## config.mk

```make
export PLATFORM = sky130hd
export DESIGN_NAME = rx_frontend_mv
export DESIGN_NICKNAME = d
export VERILOG_FILES = /design/src/rtl/rx_frontend_mv.sv
export SDC_FILE = /design/constraint.sdc
export NUM_CORES = 1
export LEC_CHECK = 0
export ABC_AREA = 1
export BUFFER_PORTS_ARGS = -buffer_cell sky130_fd_sc_hd__buf_2
export CAP_MARGIN = 20
export CORE_MARGIN = 3
export CORE_UTILIZATION = 56
export CTS_CLUSTER_SIZE = 10
export DETAILED_ROUTE_END_ITERATION = 10
export PLACE_DENSITY_LB_ADDON = 0.12
export REMOVE_ABC_BUFFERS = 1
export SLEW_MARGIN = 10
export SYNTH_ARGS = -nofsm -noshare
export SYNTH_HDL_FRONTEND = slang
export SYNTH_SLANG_ARGS = --single-unit
export TNS_END_PERCENT = 10
```

## constraint.sdc

```tcl
create_clock -name clk_i -period 2.7 [get_ports clk_i]
set_clock_uncertainty 0.05 [all_clocks]
set_input_delay 0.135 -clock clk_i [delete_from_list [all_inputs] [get_ports clk_i]]
set_output_delay 0.135 -clock clk_i [all_outputs]
set_load 0.01 [all_outputs]
```

## src/rtl/rx_frontend_mv.sv

```systemverilog
// rx_frontend_mv: UART receive front end with 3-sample majority vote, 5..DATA_W_MAX data bits,
// parity/stop checking and a ready/valid output word. Optional feature macro: RX_BREAK_DETECT_EN.
module rx_frontend_mv #(
   parameter int CLK_DIV_W   = 16,
   parameter int DATA_W_MAX  = 9,
   parameter int SYNC_STAGES = 2
) (
   input  logic                  clk_i,
   input  logic                  rst_i,
   input  logic [CLK_DIV_W-1:0]  cr_clk_div_i,
   input  logic [3:0]            cr_ds_i,
   input  logic [1:0]            cr_p_i,
   input  logic                  cr_s_i,
   input  logic                  uart_rx_i,
   input  logic                  output_ready_i,
   output logic [DATA_W_MAX-1:0] data_o,
   output logic                  parity_err_o,
   output logic                  frame_err_o,
   output logic                  overrun_o,
`ifdef RX_BREAK_DETECT_EN
   output logic                  break_o,
`endif
   output logic                  output_valid_o
);

   typedef enum logic [2:0] {
      S_IDLE, S_START, S_DATA, S_PARITY, S_STOP1, S_STOP2, S_BRKW
   } state_t;

   localparam logic [3:0]           DS_MAX  = 4'(DATA_W_MAX);
   localparam logic [CLK_DIV_W-1:0] CNT_ONE = {{(CLK_DIV_W-1){1'b0}}, 1'b1};

   function automatic logic maj3(input logic a, input logic b, input logic c);
      return (a & b) | (a & c) | (b & c);
   endfunction

   // acc is the XOR of all data bits and the received parity bit
   function automatic logic parity_bad(input logic [1:0] mode, input logic acc);
      case (mode)
         2'b01:   return ~acc;
         2'b10:   return acc;
         default: return 1'b0;
      endcase
   endfunction

   state_t                 state_q;
   logic [SYNC_STAGES-1:0] sync_q, vld_q;
   logic                   sync_prev_q, armed_q;
   logic [CLK_DIV_W-1:0]   div_q, cnt_q;
   logic [3:0]             ds_q, bit_q;
   logic [1:0]             par_q;
   logic                   two_stop_q;
   logic                   s0_q, s1_q, zero_q, ferr_q, par_acc_q, brk_q;
   logic [DATA_W_MAX-1:0]  sh_q, data_q;
   logic                   perr_q, fe_q, ovr_q, valid_q, brk_out_q;

   logic                   sync_s, vote_s, in_frame_s, dec_s, edge_s, par_en_s;
   logic                   last_stop_s, load_s, brk_s, ferr_s, arm_clr_s;
   logic [CLK_DIV_W-1:0]   half_s;
   logic [3:0]             ds_clamp_s;

   // Sample timing, majority vote, start-edge detection and load decode
   always_comb begin
      sync_s      = sync_q[SYNC_STAGES-1];
      half_s      = (div_q >> 1) + {{(CLK_DIV_W-1){1'b0}}, div_q[0]};
      vote_s      = maj3(s0_q, s1_q, sync_s);
      in_frame_s  = (state_q != S_IDLE) && (state_q != S_BRKW);
      dec_s       = in_frame_s && (cnt_q == half_s + CNT_ONE);
      edge_s      = (state_q == S_IDLE) && armed_q && sync_prev_q && !sync_s;
      par_en_s    = (par_q == 2'b01) || (par_q == 2'b10);
      last_stop_s = (state_q == S_STOP2) || ((state_q == S_STOP1) && !two_stop_q);
      load_s      = dec_s && last_stop_s;
      ferr_s      = ferr_q | ~vote_s;
      if (state_q == S_STOP1) begin
         brk_s = zero_q & ~vote_s;
      end else begin
         brk_s = brk_q;
      end
      if (cr_ds_i < 4'd5) begin
         ds_clamp_s = 4'd5;
      end else if (cr_ds_i > DS_MAX) begin
         ds_clamp_s = DS_MAX;
      end else begin
         ds_clamp_s = cr_ds_i;
      end
`ifdef RX_BREAK_DETECT_EN
      arm_clr_s = 1'b0;
`else
      arm_clr_s = load_s & brk_s;
`endif
   end

   // Input synchroniser, line history and arm flag (only real line samples may arm)
   always_ff @(posedge clk_i or negedge rst_i) begin
      if (!rst_i) begin
         sync_q      <= {SYNC_STAGES{1'b1}};
         vld_q       <= {SYNC_STAGES{1'b0}};
         sync_prev_q <= 1'b1;
         armed_q     <= 1'b0;
      end else begin
         sync_q      <= {sync_q[SYNC_STAGES-2:0], uart_rx_i};
         vld_q       <= {vld_q[SYNC_STAGES-2:0], 1'b1};
         sync_prev_q <= sync_s;
         if (arm_clr_s) begin
            armed_q <= 1'b0;
         end else if (sync_s && vld_q[SYNC_STAGES-1]) begin
            armed_q <= 1'b1;
         end
      end
   end

   // Frame FSM, bit timing, data assembly and the output word register
   always_ff @(posedge clk_i or negedge rst_i) begin
      if (!rst_i) begin
         state_q    <= S_IDLE;
         div_q      <= {CLK_DIV_W{1'b0}};
         cnt_q      <= {CLK_DIV_W{1'b0}};
         ds_q       <= 4'd5;
         bit_q      <= 4'd0;
         par_q      <= 2'b00;
         two_stop_q <= 1'b0;
         s0_q       <= 1'b1;
         s1_q       <= 1'b1;
         zero_q     <= 1'b0;
         ferr_q     <= 1'b0;
         par_acc_q  <= 1'b0;
         brk_q      <= 1'b0;
         sh_q       <= {DATA_W_MAX{1'b0}};
         data_q     <= {DATA_W_MAX{1'b0}};
         perr_q     <= 1'b0;
         fe_q       <= 1'b0;
         ovr_q      <= 1'b0;
         valid_q    <= 1'b0;
         brk_out_q  <= 1'b0;
      end else begin
         if (cnt_q == div_q) begin
            cnt_q <= {CLK_DIV_W{1'b0}};
         end else begin
            cnt_q <= cnt_q + CNT_ONE;
         end
         if (cnt_q == half_s - CNT_ONE) begin
            s0_q <= sync_s;
         end
         if (cnt_q == half_s) begin
            s1_q <= sync_s;
         end

         case (state_q)
            S_IDLE: begin
               if (edge_s) begin
                  state_q    <= S_START;
                  div_q      <= cr_clk_div_i;
                  ds_q       <= ds_clamp_s;
                  par_q      <= cr_p_i;
                  two_stop_q <= cr_s_i;
                  cnt_q      <= CNT_ONE;
                  zero_q     <= 1'b1;
                  ferr_q     <= 1'b0;
                  par_acc_q  <= 1'b0;
                  brk_q      <= 1'b0;
                  sh_q       <= {DATA_W_MAX{1'b0}};
               end
            end
            S_START: begin
               if (dec_s) begin
                  bit_q   <= 4'd0;
                  state_q <= vote_s ? S_IDLE : S_DATA;
               end
            end
            S_DATA: begin
               if (dec_s) begin
                  for (int i = 0; i < DATA_W_MAX; i++) begin
                     if (bit_q == 4'(i)) sh_q[i] <= vote_s;
                  end
                  par_acc_q <= par_acc_q ^ vote_s;
                  zero_q    <= zero_q & ~vote_s;
                  bit_q     <= bit_q + 4'd1;
                  if (bit_q == ds_q - 4'd1) begin
                     state_q <= par_en_s ? S_PARITY : S_STOP1;
                  end
               end
            end
            S_PARITY: begin
               if (dec_s) begin
                  par_acc_q <= par_acc_q ^ vote_s;
                  zero_q    <= zero_q & ~vote_s;
                  state_q   <= S_STOP1;
               end
            end
            S_STOP1: begin
               if (dec_s) begin
                  ferr_q <= ~vote_s;
                  brk_q  <= zero_q & ~vote_s;
                  if (two_stop_q) begin
                     state_q <= S_STOP2;
                  end
               end
            end
            S_STOP2: begin
               // leaving handled by the load path below
            end
            S_BRKW: begin
               if (sync_s) begin
                  state_q <= S_IDLE;
               end
            end
            default: state_q <= S_IDLE;
         endcase

         if (load_s) begin
`ifdef RX_BREAK_DETECT_EN
            state_q   <= brk_s ? S_BRKW : S_IDLE;
            fe_q      <= ferr_s & ~brk_s;
            brk_out_q <= brk_s;
`else
            state_q   <= S_IDLE;
            fe_q      <= ferr_s;
            brk_out_q <= 1'b0;
`endif
            data_q    <= sh_q;
            perr_q    <= parity_bad(par_q, par_acc_q);
            ovr_q     <= valid_q & ~output_ready_i;
            valid_q   <= 1'b1;
         end else if (valid_q && output_ready_i) begin
            valid_q   <= 1'b0;
            perr_q    <= 1'b0;
            fe_q      <= 1'b0;
            ovr_q     <= 1'b0;
            brk_out_q <= 1'b0;
         end
      end
   end

   assign data_o         = data_q;
   assign parity_err_o   = perr_q;
   assign frame_err_o    = fe_q;
   assign overrun_o      = ovr_q;
   assign output_valid_o = valid_q;
`ifdef RX_BREAK_DETECT_EN
   assign break_o        = brk_out_q;
`else
   logic unused_brk_s;
   assign unused_brk_s   = brk_out_q;
`endif

endmodule
```

==> impl_metrics.py, run 1 <==
metrics = {
    "worst_setup_path": {
        "path_cells": "ha_2 > ha_4 > nand2_4 > nor2_4 > buf_6 > nand3_2 > nand2_2 > nand2_1 > nand2_2 > inv_2 > nand2_1 > nand2_1 > nor2_1 > nand3_1 > nor2_2 > nand3_4 > a21oi_4 > buf_6 > buf_12 > nand2_2 > nand2_2 > nand2_1",
        "cp_slowest_cell": "dfrtp_1",
        "slowest_delay_ns": 0.36,
        "critPathLaunchType": "flop",
        "crit_path_end_kind": "flop",
        "path_class": "reg2reg",
        "crit_required_ns": 2.93,
        "arrival_ns": 3.30,
        "crit_fanout": 6,
        "reg2reg_depth": 22,
        "r2r_slack_ns": -0.36,
    },
    "routing": {
        "firstDrtPassIters": 6,
        "num_vias": 6342,
        "drt_iter0_drc": 771,
        "drc": 0,
        "ant_nets": 0,
        "routed_wl_um": 17220,
        "vias_per_cell": 5.416,
        "drt-wirelength-per-cell_um": 14.71,
    },
    "place": {
        "gp_congestion": 0.9481,
        "dpl.hpwl_um": 12690,
        "portBuffers": 39,
    },
    "cts": {
        "htreeDepth": 3,
        "cts_root_buf": "clkbuf_8",
        "cts.sink_count": 80,
        "clock_latency_ns": 0.38,
        "clk_pin_slew_ns": 0.08,
        "clockBufferDepth": 2,
        "numCtsBuffers": 9,
        "cts_tree": "built",
    },
    "global_route": {
        "gr-total-overflow": 0,
        "first_global_vias": 6039,
        "grt_pass1_wl_um": 28260,
        "grt_max_degree": 81,
        "grt_util_all_layers": 0.3052,
        "grt_antenna_before_repair": 0,
    },
    "finish": {
        "final_cell_mix": "nand2_1 (275), buf_4 (95), inv_1 (93)",
        "layout_commonest_cell": "nand2_1",
        "antennaDiodeCount": 0,
        "utilization": 0.7725,
        "final_nets": 1074,
        "syn_to_final_growth_pct": 31.50,
        "drive_above_1_share": 0.2611,
    },
    "timing": {
        "setup_tns_ns": -10.15,
        "slew_viol_final": 0,
        "setup_viol": 36,
        "max_freq_mhz": 326.5,
        "rsz0062_at_grt": "yes",
        "setup_slack_ns": -0.3632,
        "hold_viol": 0,
        "period_needed_ns": 3.063,
        "final.period_utilization": 1.135,
    },
    "floorplanning": {
        "io-pin-count": 40,
        "fp.dieArea_um2": 11750,
        "core_um2": 10000,
        "start_util": 0.5875,
        "die_y_um": 108.4,
        "rows": 36,
        "die_x_um": 108.4,
    },
    "logic_synthesis": {
        "ys.flop_type": "dfrtp_1",
        "synth_edf_count": 0,
        "synthCells": 871,
        "ys_warn_count": 0,
        "synth_area_um2": 5874,
        "ys_seq_area_frac": 0.3423,
        "synthDistinctLibCells": 40,
        "synth-async-reset-ratio": 1.000,
        "ys_ff_latch": 80,
        "syn_avg_cell_area_um2": 6.744,
    },
    "status": {
        "status": "complete, but fails checks",
        "violations": "setup timing",
    },
    "min_path": {
        "hold_path_class": "in2reg",
        "holdPathStages": 4,
    },
    "power_and_ir_drop": {
        "ir_drop_mv": 0.8559,
        "p_per_area_nw_per_um2": 995.7,
        "p_leak_uw": 0.003857,
    },
    "flow_run": {
        "cap_violations": 0,
    },
}
==> stage by stage <==
| step | power (uW) | hold WS, ns | worst slack [ns] | instances | cell area [um^2] |
|---|---|---|---|---|---|
| 2_1_floorplan | 4358 | -0.2106 | -1.082 | 853 | 5781 |
| 3_3_place_gp | 5927 | 0.1932 | -0.2379 | 1115 | 6853 |
| 3_5_place_dp | 6082 | 0.1912 | -0.3693 | 1115 | 6853 |
| 4_1_cts | 7486 | 0.001336 | -0.2458 | 1164 | 7542 |
| 5_1_grt | 8304 | 0.08268 | -0.5095 | 1171 | 7725 |
| 6_report | 7692 | 0.02390 | -0.3632 | 1171 | 7725 |
==> synthesized netlist by cell type, drive strengths merged (5+ instances only) <==
master | number | area, um^2
ha | 14 | 175.2
nor3b | 5 | 37.54
clkbuf | 11 | 41.29
a21oi | 18 | 101.4
nand4 | 32 | 200.2
o21ai | 52 | 264.0
xnor2 | 10 | 87.58
buf | 7 | 52.54
nand3 | 64 | 352.8
dfrtp | 73 | 1827
nand2 | 312 | 1216
nor2 | 95 | 434.2
dfstp | 7 | 183.9
inv | 104 | 390.4
xor2 | 27 | 255.3
nor3 | 16 | 90.09
o21bai | 5 | 37.54
==> where the power goes <==
| part | switching [uW] | total, uW | internal (uW) | leakage, uW |
|---|---|---|---|---|
| clock | 464 | 1010 | 544 | 0.000106 |
| combinational | 2830 | 4890 | 2060 | 0.00273 |
| sequential | 316 | 1800 | 1480 | 0.00102 |
==> cell families (layout without fill, tap and decap cells) <==
kind of cell	Yosys count	after routing	synth area share
xor+xnor	37	37	0.05836
simple gates	530	530	0.4034
flops	80	80	0.3423
buf+inv	123	290	0.08307
fa+ha+maj	14	14	0.02982
other cells	1	1	0.0006384
compound gates	86	86	0.08243
==> registers in the layout, indices dropped and copies added (netlist names), 2 cells and up <==
register / flops
cnt_q: 16
div_q: 16
data_o: 9
sh_q: 9
bit_q: 4
ds_q: 4
state_q: 3
par_q: 2
sync_q: 2
vld_q: 2
==> metal layers <==
metal  vias up  share of wire  GRT usage
met1      2969           0.45     0.4080
li1       3108              -          -
met2       225           0.46     0.4938
met3        40          0.067    0.06507
met4         0          0.023    0.09919
met5         -              0          0
==> critical path, delay by kind of cell (launching register included) <==
kind | cells | cell delay (ns)
simple gates | 15 | 1.51
buf+inv | 4 | 0.45
flops | 1 | 0.36
compound gates | 1 | 0.19
fa+ha+maj | 2 | 0.37
==> cell type report <==
cell class	instances	area, um^2
multi-input cells	668	3616
fillers	774	2275
flip-flops and latches	80	2011
repair buffers	169	1314
inverters	105	396.6
well taps	133	166.4
clock buffers	11	141.4
clock inverters	5	80.08
==> what timing repair did <==
item / CTS / global route
endpoints found under the setup margin: 35 / 37
gates resized for setup: 36 / 37
setup buffers: 7 / 6
cloned: 1 / 1
pin swaps: 24 / 29
hold endpoints to repair: 96 / 0
hold buffers: 25 / 0
==> worst paths after layout <==
check | start | to
worst max-delay path | div_q[0] | sh_q[0]
worst min-delay path | cr_ds_i[3] | ds_q[2]
worst max register to register | div_q[0] | sh_q[0]
worst min register to register | vld_q[0] | vld_q[1]
max in group asynchronous | rst_i | ds_q[2]
min in group asynchronous | rst_i | div_q[12]
Power figures use the tool's default switching activity.
==> inputs of run 2 (changes only) <==
--- a/config.mk
+++ b/config.mk
@@ -10,6 +10,7 @@
 export CAP_MARGIN = 20
 export CORE_MARGIN = 3
 export CORE_UTILIZATION = 56
+export CTS_CLUSTER_DIAMETER = 60
 export CTS_CLUSTER_SIZE = 10
 export DETAILED_ROUTE_END_ITERATION = 10
 export PLACE_DENSITY_LB_ADDON = 0.12
==> constraint.sdc (replaced) <==
create_clock -name clk_i -period 2.6 [get_ports clk_i]
set_clock_uncertainty 0.05 [all_clocks]
set_input_delay 0.13 -clock clk_i [delete_from_list [all_inputs] [get_ports clk_i]]
set_output_delay 0.13 -clock clk_i [all_outputs]
set_load 0.01 [all_outputs]
==> run 2 against run 1 <==
Compared with the run above:
- the run still ends with setup timing left
- via count is 0.24% lower
- routed wire length is 2.5% higher
- non-clock buffer count is 8 higher
- die area stayed put
- sequential power is 4% higher
- total power is 4.7% higher
- combinational power is 6.7% higher
- global-route usage is 0.91 points higher
- hold slack better by 0.13 ns
- critical path type unchanged
- critical endpoint is now bit_q[0]
==> impl_metrics.py, run 2 (same netlist as run 1, synthesis figures left out) <==
metrics = {
    "global_route": {
        "grt_antenna_before_repair": 0,
        "gr-total-overflow": 0,
        "grt_pass1_wl_um": 29100,
        "busiest_layer": "met2",
        "met3_usage": 0.05433,
        "grt_util_all_layers": 0.3143,
        "use_met2": 0.5322,
        "first_global_vias": 6229,
        "grt_max_degree": 81,
        "use_met1": 0.4102,
    },
    "routing": {
        "drc": 0,
        "num_vias": 6327,
        "routed_wl_um": 17650,
        "drt_iter0_drc": 484,
        "vias_per_cell": 5.362,
        "drt-wirelength-per-cell_um": 14.96,
        "firstDrtPassIters": 5,
        "ant_nets": 0,
    },
    "worst_setup_path": {
        "arrival_ns": 3.27,
        "startpoint": "div_q[1]",
        "r2r-start": "div_q[1]",
        "critPathLaunchType": "flop",
        "path_class": "reg2reg",
        "crit_fanout": 8,
        "crit_required_ns": 2.87,
        "crit_path_end_kind": "flop",
    },
    "finish": {
        "fillCellCount": 777,
        "antennaDiodeCount": 0,
        "drive_above_1_share": 0.2674,
        "reg_top3": "cnt_q: 16 flops, div_q: 16 flops",
        "final_cell_mix": "nand2_1 (277), buf_4 (105), inv_1 (94)",
        "layout_commonest_cell": "nand2_1",
        "syn_to_final_growth_pct": 33.48,
        "final_nets": 1083,
        "multi_input_area_um2": 3675,
        "regArea_um2": 2012,
        "fin_area_um2": 7841,
    },
    "floorplanning": {
        "start_util": 0.5875,
        "core_um2": 10000,
        "rows": 36,
        "io-pin-count": 40,
        "die_y_um": 108.4,
        "fp.dieArea_um2": 11750,
        "die_x_um": 108.4,
    },
    "min_path": {
        "hold_path_class": "in2async",
    },
    "timing": {
        "final.period_utilization": 1.153,
        "setup_slack_ns": -0.3985,
        "rsz0062_at_grt": "yes",
        "period_needed_ns": 2.999,
        "slew_viol_final": 0,
        "relSlewSlack": 0.6566,
        "worstMarginPinSlew_ns": 0.5140,
        "setup_viol": 36,
        "hold_viol": 0,
        "max_freq_mhz": 333.5,
    },
    "place": {
        "gp_congestion": 0.9931,
        "portBuffers": 39,
        "postPlaceCellArea_um2": 6943,
        "dpl.hpwl_um": 12870,
        "dp_slack_ns": -0.5129,
    },
    "power_and_ir_drop": {
        "p_total_uw": 8057,
        "p_leak_uw": 0.003911,
        "p_per_area_nw_per_um2": 1027,
        "ir_drop_mv": 0.8633,
    },
    "flow_run": {
        "cap_violations": 0,
    },
    "cts": {
        "clockBufferDepth": 2,
        "htreeDepth": 3,
        "cts.sink_count": 80,
        "cts_root_buf": "clkbuf_8",
        "numCtsBuffers": 9,
        "cts_tree": "built",
        "clock_latency_ns": 0.39,
        "clk_pin_slew_ns": 0.09,
    },
    "status": {
        "status": "complete, but fails checks",
        "violations": "setup timing",
    },
}
## run 2: repair_timing
| action | CTS | global route |
|---|---|---|
| pin swaps | 25 | 21 |
| cloned | 2 | 0 |
| resized for setup | 35 | 44 |
| buffers inserted | 6 | 2 |
| hold buffers | 26 | 0 |
| endpoints found under the hold margin | 96 | 0 |
| setup endpoints to repair | 36 | 41 |
## run 2: cell type report
class,instances,area share
well taps,133,0.02122
inverters,105,0.05058
repair buffers,177,0.1766
flip-flops and latches,80,0.2566
multi-input cells,669,0.4686
clock buffers,10,0.01755
clock inverters,6,0.008776
## run 2: path summary, 6_finish.rpt
check,end,slack (ns),cells past startpoint
worst max-delay path,bit_q[0],-0.40,19
worst max register to register,bit_q[0],-0.40,19
worst min register to register,vld_q[1],0.31,0
min in group clk_i,vld_q[1],0.31,0
worst min-delay path,div_q[13],0.16,2
max in group asynchronous,s0_q,1.68,3
## run 2: critical path: stages (launching register included)
cell and delay (ns):
dfrtp_1 0.41, ha_4 0.16, ha_4 0.16, nand2_4 0.08, nor2_4 0.17, buf_6 0.15
buf_4 0.11, nand4_1 0.12, nand2_2 0.12, nand2_1 0.07, nand2_2 0.12, inv_1 0.08
nand2_1 0.10, nand3_2 0.11, nor2_4 0.15, nand3_4 0.13, buf_12 0.17, o21ai_0 0.28
o21ai_2 0.11, inv_1 0.07
## run 2: power breakdown
group	total [uW]	internal, uW	switching (uW)
Sequential	1870	1540	324
Combinational	5220	2250	2970
Clock	974	473	501
## run 2: stage by stage
stage	TNS, ns	utilization	hold slack [ns]	cells
global placement	-10.04	0.6943	0.1878	1127
global route	-17.48	0.7842	0.1871	1180
detailed placement	-15.66	0.6943	0.1863	1127
finish	-10.42	0.7842	0.1555	1180
CTS	-10.29	0.7641	0.3077	1177
floorplan	-39.87	-	-0.2156	853
## run 2: per-layer routing
metal  wire length [um]  vias to the layer above  part of all wire
met5                  0                        -                 0
met4                370                        0             0.021
met3               1096                       32             0.062
met2               8505                      226              0.48
met1               7675                     2947              0.43
li1                   -                     3122                 -
